### src/rtl/ds_reg_bridge_if.sv
// Host-side pin bundle of the delta-sigma register bridge.
interface ds_reg_bridge_if #(
  parameter int ADDR_BITS = 3
);
  logic [7:0]           data_in;
  logic [ADDR_BITS-1:0] addr_in;
  logic                 sel_in;
  logic                 strobe_in;
  logic [7:0]           rd_data;
  logic                 ack_toggle;
  logic                 err;

  modport master (
    output data_in, addr_in, sel_in, strobe_in,
    input  rd_data, ack_toggle, err
  );

  modport slave (
    input  data_in, addr_in, sel_in, strobe_in,
    output rd_data, ack_toggle, err
  );
endinterface

### src/rtl/ds_reg_bridge.sv
// Byte-serial host writes from async pins assembled into DATA_W-bit words and
// committed to a small register file with auto-increment, self-clear and readback.
module ds_reg_bridge_cell #(
  parameter int                DATA_W  = 16,
  parameter logic [DATA_W-1:0] RST_VAL = '0,
  parameter logic [DATA_W-1:0] MASK    = '0
) (
  input  logic              clk,
  input  logic              reset,
  input  logic              wr_en,
  input  logic [DATA_W-1:0] wr_data,
  input  logic              clr,
  output logic [DATA_W-1:0] q
);
  // A commit in the same cycle as a clear wins, unmasked.
  always_ff @(posedge clk) begin
    if (reset)      q <= RST_VAL;
    else if (wr_en) q <= wr_data;
    else if (clr)   q <= q & ~MASK;
  end
endmodule

module ds_reg_bridge #(
  parameter int DATA_W      = 16,
  parameter int NUM_REGS    = 3,
  parameter int ADDR_BITS   = 3,
  parameter int SYNC_STAGES = 2,
  parameter logic [NUM_REGS*DATA_W-1:0] RESET_VALUES = '0,
  parameter logic [NUM_REGS*DATA_W-1:0] CLEAR_MASK   = '0
) (
  input  logic                         clk,
  input  logic                         reset,
  ds_reg_bridge_if.slave               host,
  input  logic [NUM_REGS-1:0]          clear_event,
  output logic [NUM_REGS*DATA_W-1:0]   regs_out,
  output logic [NUM_REGS-1:0]          write_pulse
);
  localparam int BYTES = DATA_W / 8;
  localparam int IDX_W = (BYTES > 1) ? $clog2(BYTES) : 1;
  localparam logic [IDX_W-1:0]     LAST_IDX  = IDX_W'(BYTES - 1);
  localparam logic [ADDR_BITS-1:0] LAST_ADDR = ADDR_BITS'(NUM_REGS - 1);
  localparam logic [ADDR_BITS:0]   NREGS     = (ADDR_BITS + 1)'(NUM_REGS);

  typedef enum logic {IDLE, COLLECT} state_t;

  // Chains and strobe_prev run through reset so no phantom edge appears on release.
  logic [SYNC_STAGES-1:0] sel_sync, strobe_sync;
  logic sel_s, strobe_s, strobe_prev, byte_ev;

  always_ff @(posedge clk) begin
    sel_sync    <= {sel_sync[SYNC_STAGES-2:0], host.sel_in};
    strobe_sync <= {strobe_sync[SYNC_STAGES-2:0], host.strobe_in};
    strobe_prev <= strobe_s;
  end

  assign sel_s    = sel_sync[SYNC_STAGES-1];
  assign strobe_s = strobe_sync[SYNC_STAGES-1];
  assign byte_ev  = strobe_s ^ strobe_prev;

  state_t                          state, state_nx;
  logic [IDX_W-1:0]                byte_idx, byte_idx_nx;
  logic [ADDR_BITS-1:0]            cur_addr, cur_addr_nx, wr_addr, ra;
  logic                            first_word, first_word_nx;
  logic [DATA_W-1:0]               shadow, shadow_nx, word, rd_word;
  logic                            wr_ok, commit, err_set;
  logic                            err_q, ack_q;
  logic [7:0]                      rd_q, rd_nx;
  logic [NUM_REGS-1:0]             wp_nx;
  logic [NUM_REGS-1:0][DATA_W-1:0] regs;

  always_comb begin
    state_nx      = state;
    byte_idx_nx   = byte_idx;
    cur_addr_nx   = cur_addr;
    first_word_nx = first_word;
    shadow_nx     = shadow;
    commit        = 1'b0;
    err_set       = 1'b0;
    // Start address is taken live from the pins on the first byte of a frame.
    wr_addr = (byte_idx == '0 && first_word) ? host.addr_in : cur_addr;
    word    = shadow;
    word[{byte_idx, 3'b000} +: 8] = host.data_in;
    wr_ok   = {1'b0, wr_addr} < NREGS;
    case (state)
      IDLE: begin
        byte_idx_nx = '0;
        if (sel_s) begin
          state_nx      = COLLECT;
          first_word_nx = 1'b1;
        end
      end
      COLLECT: begin
        if (!sel_s) begin
          state_nx    = IDLE;
          byte_idx_nx = '0;
          err_set     = (byte_idx != '0);
        end else if (byte_ev) begin
          shadow_nx = word;
          if (byte_idx == LAST_IDX) begin
            byte_idx_nx   = '0;
            first_word_nx = 1'b0;
            commit        = wr_ok;
            err_set       = !wr_ok;
            cur_addr_nx   = (wr_addr == LAST_ADDR) ? '0 : wr_addr + 1'b1;
          end else begin
            byte_idx_nx = byte_idx + 1'b1;
            cur_addr_nx = wr_addr;
          end
        end
      end
      default: state_nx = IDLE;
    endcase
  end

  always_comb begin
    wp_nx   = '0;
    rd_word = '0;
    ra      = (state == COLLECT) ? cur_addr : host.addr_in;
    for (int i = 0; i < NUM_REGS; i++) begin
      wp_nx[i] = commit && (wr_addr == ADDR_BITS'(i));
      if (ra == ADDR_BITS'(i)) rd_word = regs[i];
    end
    rd_nx = rd_word[{byte_idx, 3'b000} +: 8];
  end

  always_ff @(posedge clk) begin
    if (reset) begin
      state       <= IDLE;
      byte_idx    <= '0;
      cur_addr    <= '0;
      first_word  <= 1'b0;
      shadow      <= '0;
      err_q       <= 1'b0;
      ack_q       <= 1'b0;
      rd_q        <= '0;
      write_pulse <= '0;
    end else begin
      state       <= state_nx;
      byte_idx    <= byte_idx_nx;
      cur_addr    <= cur_addr_nx;
      first_word  <= first_word_nx;
      shadow      <= shadow_nx;
      err_q       <= err_q | err_set;
      ack_q       <= ack_q ^ commit;
      rd_q        <= rd_nx;
      write_pulse <= wp_nx;
    end
  end

  for (genvar g = 0; g < NUM_REGS; g++) begin : g_reg
    ds_reg_bridge_cell #(
      .DATA_W  (DATA_W),
      .RST_VAL (RESET_VALUES[g*DATA_W +: DATA_W]),
      .MASK    (CLEAR_MASK[g*DATA_W +: DATA_W])
    ) u_cell (
      .clk     (clk),
      .reset   (reset),
      .wr_en   (wp_nx[g]),
      .wr_data (word),
      .clr     (clear_event[g]),
      .q       (regs[g])
    );
    assign regs_out[g*DATA_W +: DATA_W] = regs[g];
  end

  assign host.rd_data    = rd_q;
  assign host.ack_toggle = ack_q;
  assign host.err        = err_q;
endmodule

### src/flat_wrapper.sv
// flat-port wrapper written by rule: the top's interface ports become plain ports
module ds_reg_bridge_flat 
#(
  parameter int DATA_W      = 16,
  parameter int NUM_REGS    = 3,
  parameter int ADDR_BITS   = 3,
  parameter int SYNC_STAGES = 2,
  parameter logic [NUM_REGS*DATA_W-1:0] RESET_VALUES = '0,
  parameter logic [NUM_REGS*DATA_W-1:0] CLEAR_MASK   = '0
)
  (clk, reset, clear_event, regs_out, write_pulse, host_data_in, host_addr_in, host_sel_in, host_strobe_in, host_rd_data, host_ack_toggle, host_err);
  ds_reg_bridge_if #(.ADDR_BITS(ADDR_BITS)) host_i ();
  input  logic clk;
  input  logic reset;
  input  logic [NUM_REGS-1:0] clear_event;
  output logic [NUM_REGS*DATA_W-1:0] regs_out;
  output logic [NUM_REGS-1:0] write_pulse;
  input wire logic [$bits(host_i.data_in)-1:0] host_data_in;
  input wire logic [$bits(host_i.addr_in)-1:0] host_addr_in;
  input wire logic [$bits(host_i.sel_in)-1:0] host_sel_in;
  input wire logic [$bits(host_i.strobe_in)-1:0] host_strobe_in;
  output wire logic [$bits(host_i.rd_data)-1:0] host_rd_data;
  output wire logic [$bits(host_i.ack_toggle)-1:0] host_ack_toggle;
  output wire logic [$bits(host_i.err)-1:0] host_err;
  assign host_i.data_in = host_data_in;
  assign host_i.addr_in = host_addr_in;
  assign host_i.sel_in = host_sel_in;
  assign host_i.strobe_in = host_strobe_in;
  assign host_rd_data = host_i.rd_data;
  assign host_ack_toggle = host_i.ack_toggle;
  assign host_err = host_i.err;
  ds_reg_bridge #(.DATA_W(DATA_W), .NUM_REGS(NUM_REGS), .ADDR_BITS(ADDR_BITS), .SYNC_STAGES(SYNC_STAGES), .RESET_VALUES(RESET_VALUES), .CLEAR_MASK(CLEAR_MASK)) u_core (.clk(clk), .reset(reset), .host(host_i), .clear_event(clear_event), .regs_out(regs_out), .write_pulse(write_pulse));
endmodule
### config.mk
export PLATFORM = sky130hd
export DESIGN_NAME = ds_reg_bridge_flat
export DESIGN_NICKNAME = d
export VERILOG_FILES = /design/src/rtl/ds_reg_bridge_if.sv /design/src/rtl/ds_reg_bridge.sv /design/src/flat_wrapper.sv
export SDC_FILE = /design/constraint.sdc
export NUM_CORES = 1
export LEC_CHECK = 0
export BUFFER_PORTS_ARGS = -buffer_cell sky130_fd_sc_hd__buf_2
export CORE_ASPECT_RATIO = 1.4
export CORE_UTILIZATION = 55
export CTS_CLUSTER_SIZE = 12
export DETAILED_ROUTE_END_ITERATION = 7
export PLACE_DENSITY = 0.85
export RECOVER_POWER = 50
export SYNTH_ARGS = -nofsm -noshare
export SYNTH_HDL_FRONTEND = slang
export SYNTH_HIERARCHICAL = 1
export SYNTH_SLANG_ARGS = --single-unit
### constraint.sdc
create_clock -name clk -period 2.47 [get_ports clk]
set_clock_uncertainty 0.1 [all_clocks]
set_input_delay 0.1235 -clock clk [delete_from_list [all_inputs] [get_ports clk]]
set_output_delay 0.1235 -clock clk [all_outputs]
set_load 0.05 [all_outputs]
==> results.txt <==
status - complete, no violations
Max-Slew Margin vs Limit - 0.4537
Setup Fix Bufs, Post-CTS - 0
syn avg cell area - 9.471 µm²
reg2reg path depth - 7
CP Capture Type - flip-flop
Sequential Area - 0.001763 mm²
CP max stage cell - nor3_1
Setup crit start kind - flip-flop
Worst Path Max Fanout - 16
WL final - 9.636 mm
CTS root buffer - clkbuf_8
Num Clock Sinks - 88
Hold Path Cell Cnt - 4
area post-placement - 0.004269 mm²
Mapped Nets - 429
final instance area - 0.004422 mm²
Top FF cell, synth - dfxtp_1
register area share after synthesis - 0.4526
Layout area overhead - 13.60%
latest clock arrival within the worst-skew pair - 0.35 ns
achievable frequency - 476.8 MHz
layout cell share with drive strength beyond 1 - 0.1629
R2R Path End - u_core/g_reg[0].u_cell/q[9]
largest net degree at the start of global routing - 38
gr ovfl total - 0
Synth top area share - 0.4526
Setup CP Type - reg2reg
most common cell in the netlist - nor2_1
global-route usage over all layers - 0.2720
fin crit period - 2.098 ns
filler instances - 563
PD cells - 625.2 mW/mm²
Post-synth EDFFs - 0
clock transition at the registers of the reported paths - 0.09 ns
IO Pins - 79
CP cell instances - xnor2_1 > nor3_1 > nand2_1 > nor3_2 > buf_4 > mux2i_1 > nor2_1
Detailed Routing Iterations Pass 1 - 5
worst slew pin tran - 0.8195 ns
Final HPWL DP - 6.600 mm
CTS Buf Count - 9
placed cell count - 559
# diodes - 0
required time of the critical path - 2.60 ns
Slew Viols, Final - 0
number of synthesized register bits - 88
via/cell ratio - 5.780
post-synth top area cell - dfxtp_1
Syn Std Cell Area - 0.003892 mm²
Setup TNS - 0 ns
max-cap viol count - 0
Vias - 3335
first-pass GRT wire length - 15.35 mm
HP Class - in2reg
DIE AREA - 0.007423 mm²
CTS max path bufs - 2
worst r2r src - u_core/strobe_sync[1]
HP Start - host_data_in[4]
DRC - 0
H-tree Lvls - 3
crit path DAT - 2.23 ns
area occupied by multi-input gates - 0.001892 mm²
Syn. warnings - 6
DRT iter0 DRCs - 264
Syn Inst Count - 411
worst stage delay on the critical path - 0.34 ns
Routed Antenna Nets - 0
Placer Congestion - 0.9498
CTS tree - done
core area - 0.006700 mm²
Max VDD drop - 0.4966 mV
chip height - 101.5 µm
ranking of synthesized cells by area - dfxtp_1, mux2i_1, nor2_1, mux2_2, nor3_1
library cells used by synthesis - 42
ys async rst share - 0
starting density of the core - 0.5810
Setup violations, final - 0
Hold EP - u_core/g_reg[0].u_cell/q[4]
initial antenna violation count - 0
number of global-route vias before repair - 3194
die width - 73.10 µm
Commonest cells post-synth - nor2_1, dfxtp_1, mux2i_1, mux2_2, nor3_1
nets - 498
port bufs - 75
leakage power - 1.561 nW
final std cells w/o fill - 577
Site Rows - 35
DR WL/cell - 16.70 µm
R2R setup slack - 0.37 ns
Final period util - 0.8492
RSZ-0062 raised after global routing - false
Final Hold Viols - 0
-- worst max-delay path: cells and delay by family, from the launching register on --
kind / cells / cell delay [ns]
mux: 1 / 0.26
simple gates: 4 / 0.75
flops: 1 / 0.33
buf+inv: 1 / 0.33
xor+xnor: 1 / 0.21
-- logic make-up after synthesis --
family	share of synthesized area
AND/OR/NAND/NOR	0.1646
multiplexers	0.2199
AO/OA/AOI/OAI	0.09451
buffers and inverters	0.06397
XOR/XNOR	0.004501
flip-flops	0.4526
-- power by group --
| part | total (mW) | switching [mW] | internal (mW) | leakage [nW] |
|---|---|---|---|---|
| combinational | 0.226 | 0.146 | 0.0795 | 0.742 |
| sequential | 1.46 | 0.0158 | 1.44 | 0.714 |
| clock | 1.08 | 0.503 | 0.577 | 0.105 |
-- layer usage --
layer / up-vias / GRT usage / part of all wire
met5: - / 0 / 0
met4: 0 / 0.1493 / 0.040
met3: 31 / 0.07761 / 0.079
met2: 172 / 0.4608 / 0.50
met1: 1571 / 0.3037 / 0.38
li1: 1561 / - / -
-- final cells by class --
cell class | instances | area share
multi-input combinational | 285 | 0.4278
sequential | 88 | 0.3987
tap | 92 | 0.02603
timing repair buffer | 91 | 0.09508
inverter | 5 | 0.004244
clock inverter | 4 | 0.01754
clock buffer | 12 | 0.03056
-- cells in the final DEF, fill, tap and decap left out, types with 2 or more instances in the layout --
cell type and instances:
clkbuf_1 65, a21oi_1 6, and3_1 4, inv_1 5, a31oi_1 2, xnor2_1 2
dlygate4sd3_1 2, nand2_1 10, buf_4 13, o22a_1 2, nor2_2 2, mux2i_1 54
o21ai_1 2, a211oi_1 3, dfxtp_1 87, nor2_1 97, a31o_2 2, mux2_2 28
o21ai_0 10, a22o_1 2, nor2b_1 5, buf_2 14, bufinv_16 2, o221ai_1 5
nand2b_1 5, o211ai_1 2, nand4_1 2, nor3_1 19, o2bb2ai_1 2, clkbuf_8 9
o22ai_1 6
-- flip-flops by register name, indices dropped and copies added, names as in the netlist --
signal                  cells
u_core/host.ack_toggle      1
u_core/cur_addr             3
u_core/byte_idx             1
u_core/shadow              16
u_core/sel_sync             2
u_core/g.u_cell/q          48
u_core/strobe_prev          1
u_core/first_word           1
u_core/host.rd_data         8
u_core/state                1
u_core/host.err             1
u_core/strobe_sync          2
u_core/write_pulse          3
-- per-stage QoR --
step                total power, mW  setup WS, ns  hold slack [ns]    util
floorplan                     1.650        0.6145          0.05122       -
global placement              1.703        0.4665           0.1259  0.6372
detailed placement            1.710        0.4362           0.1282  0.6372
CTS                           2.765        0.4071           0.1092  0.6719
global route                  2.841        0.1234           0.1221  0.6599
finish                        2.764        0.3725           0.1249  0.6599
-- worst max-delay path by stage --
stage	startpoint	end	slack [ns]	cells after the start
2_1_floorplan	u_core/strobe_sync[1]	u_core/g_reg[0].u_cell/q[11]	0.61	8
3_3_place_gp	u_core/strobe_sync[1]	u_core/g_reg[0].u_cell/q[2]	0.47	7
3_5_place_dp	u_core/strobe_sync[1]	u_core/g_reg[0].u_cell/q[3]	0.44	7
4_1_cts	u_core/strobe_sync[1]	u_core/g_reg[0].u_cell/q[9]	0.41	7
5_1_grt	u_core/strobe_sync[1]	u_core/g_reg[0].u_cell/q[9]	0.12	7
6_report	u_core/strobe_sync[1]	u_core/g_reg[0].u_cell/q[9]	0.37	7
-- timing repair --
item / 4_1_cts / 5_1_grt
hold buffers: 2 / 0
endpoints found under the setup margin: 0 / 0
resized for setup: 0 / 0
hold endpoints to repair: 2 / 0
Power figures use the tool's default switching activity.
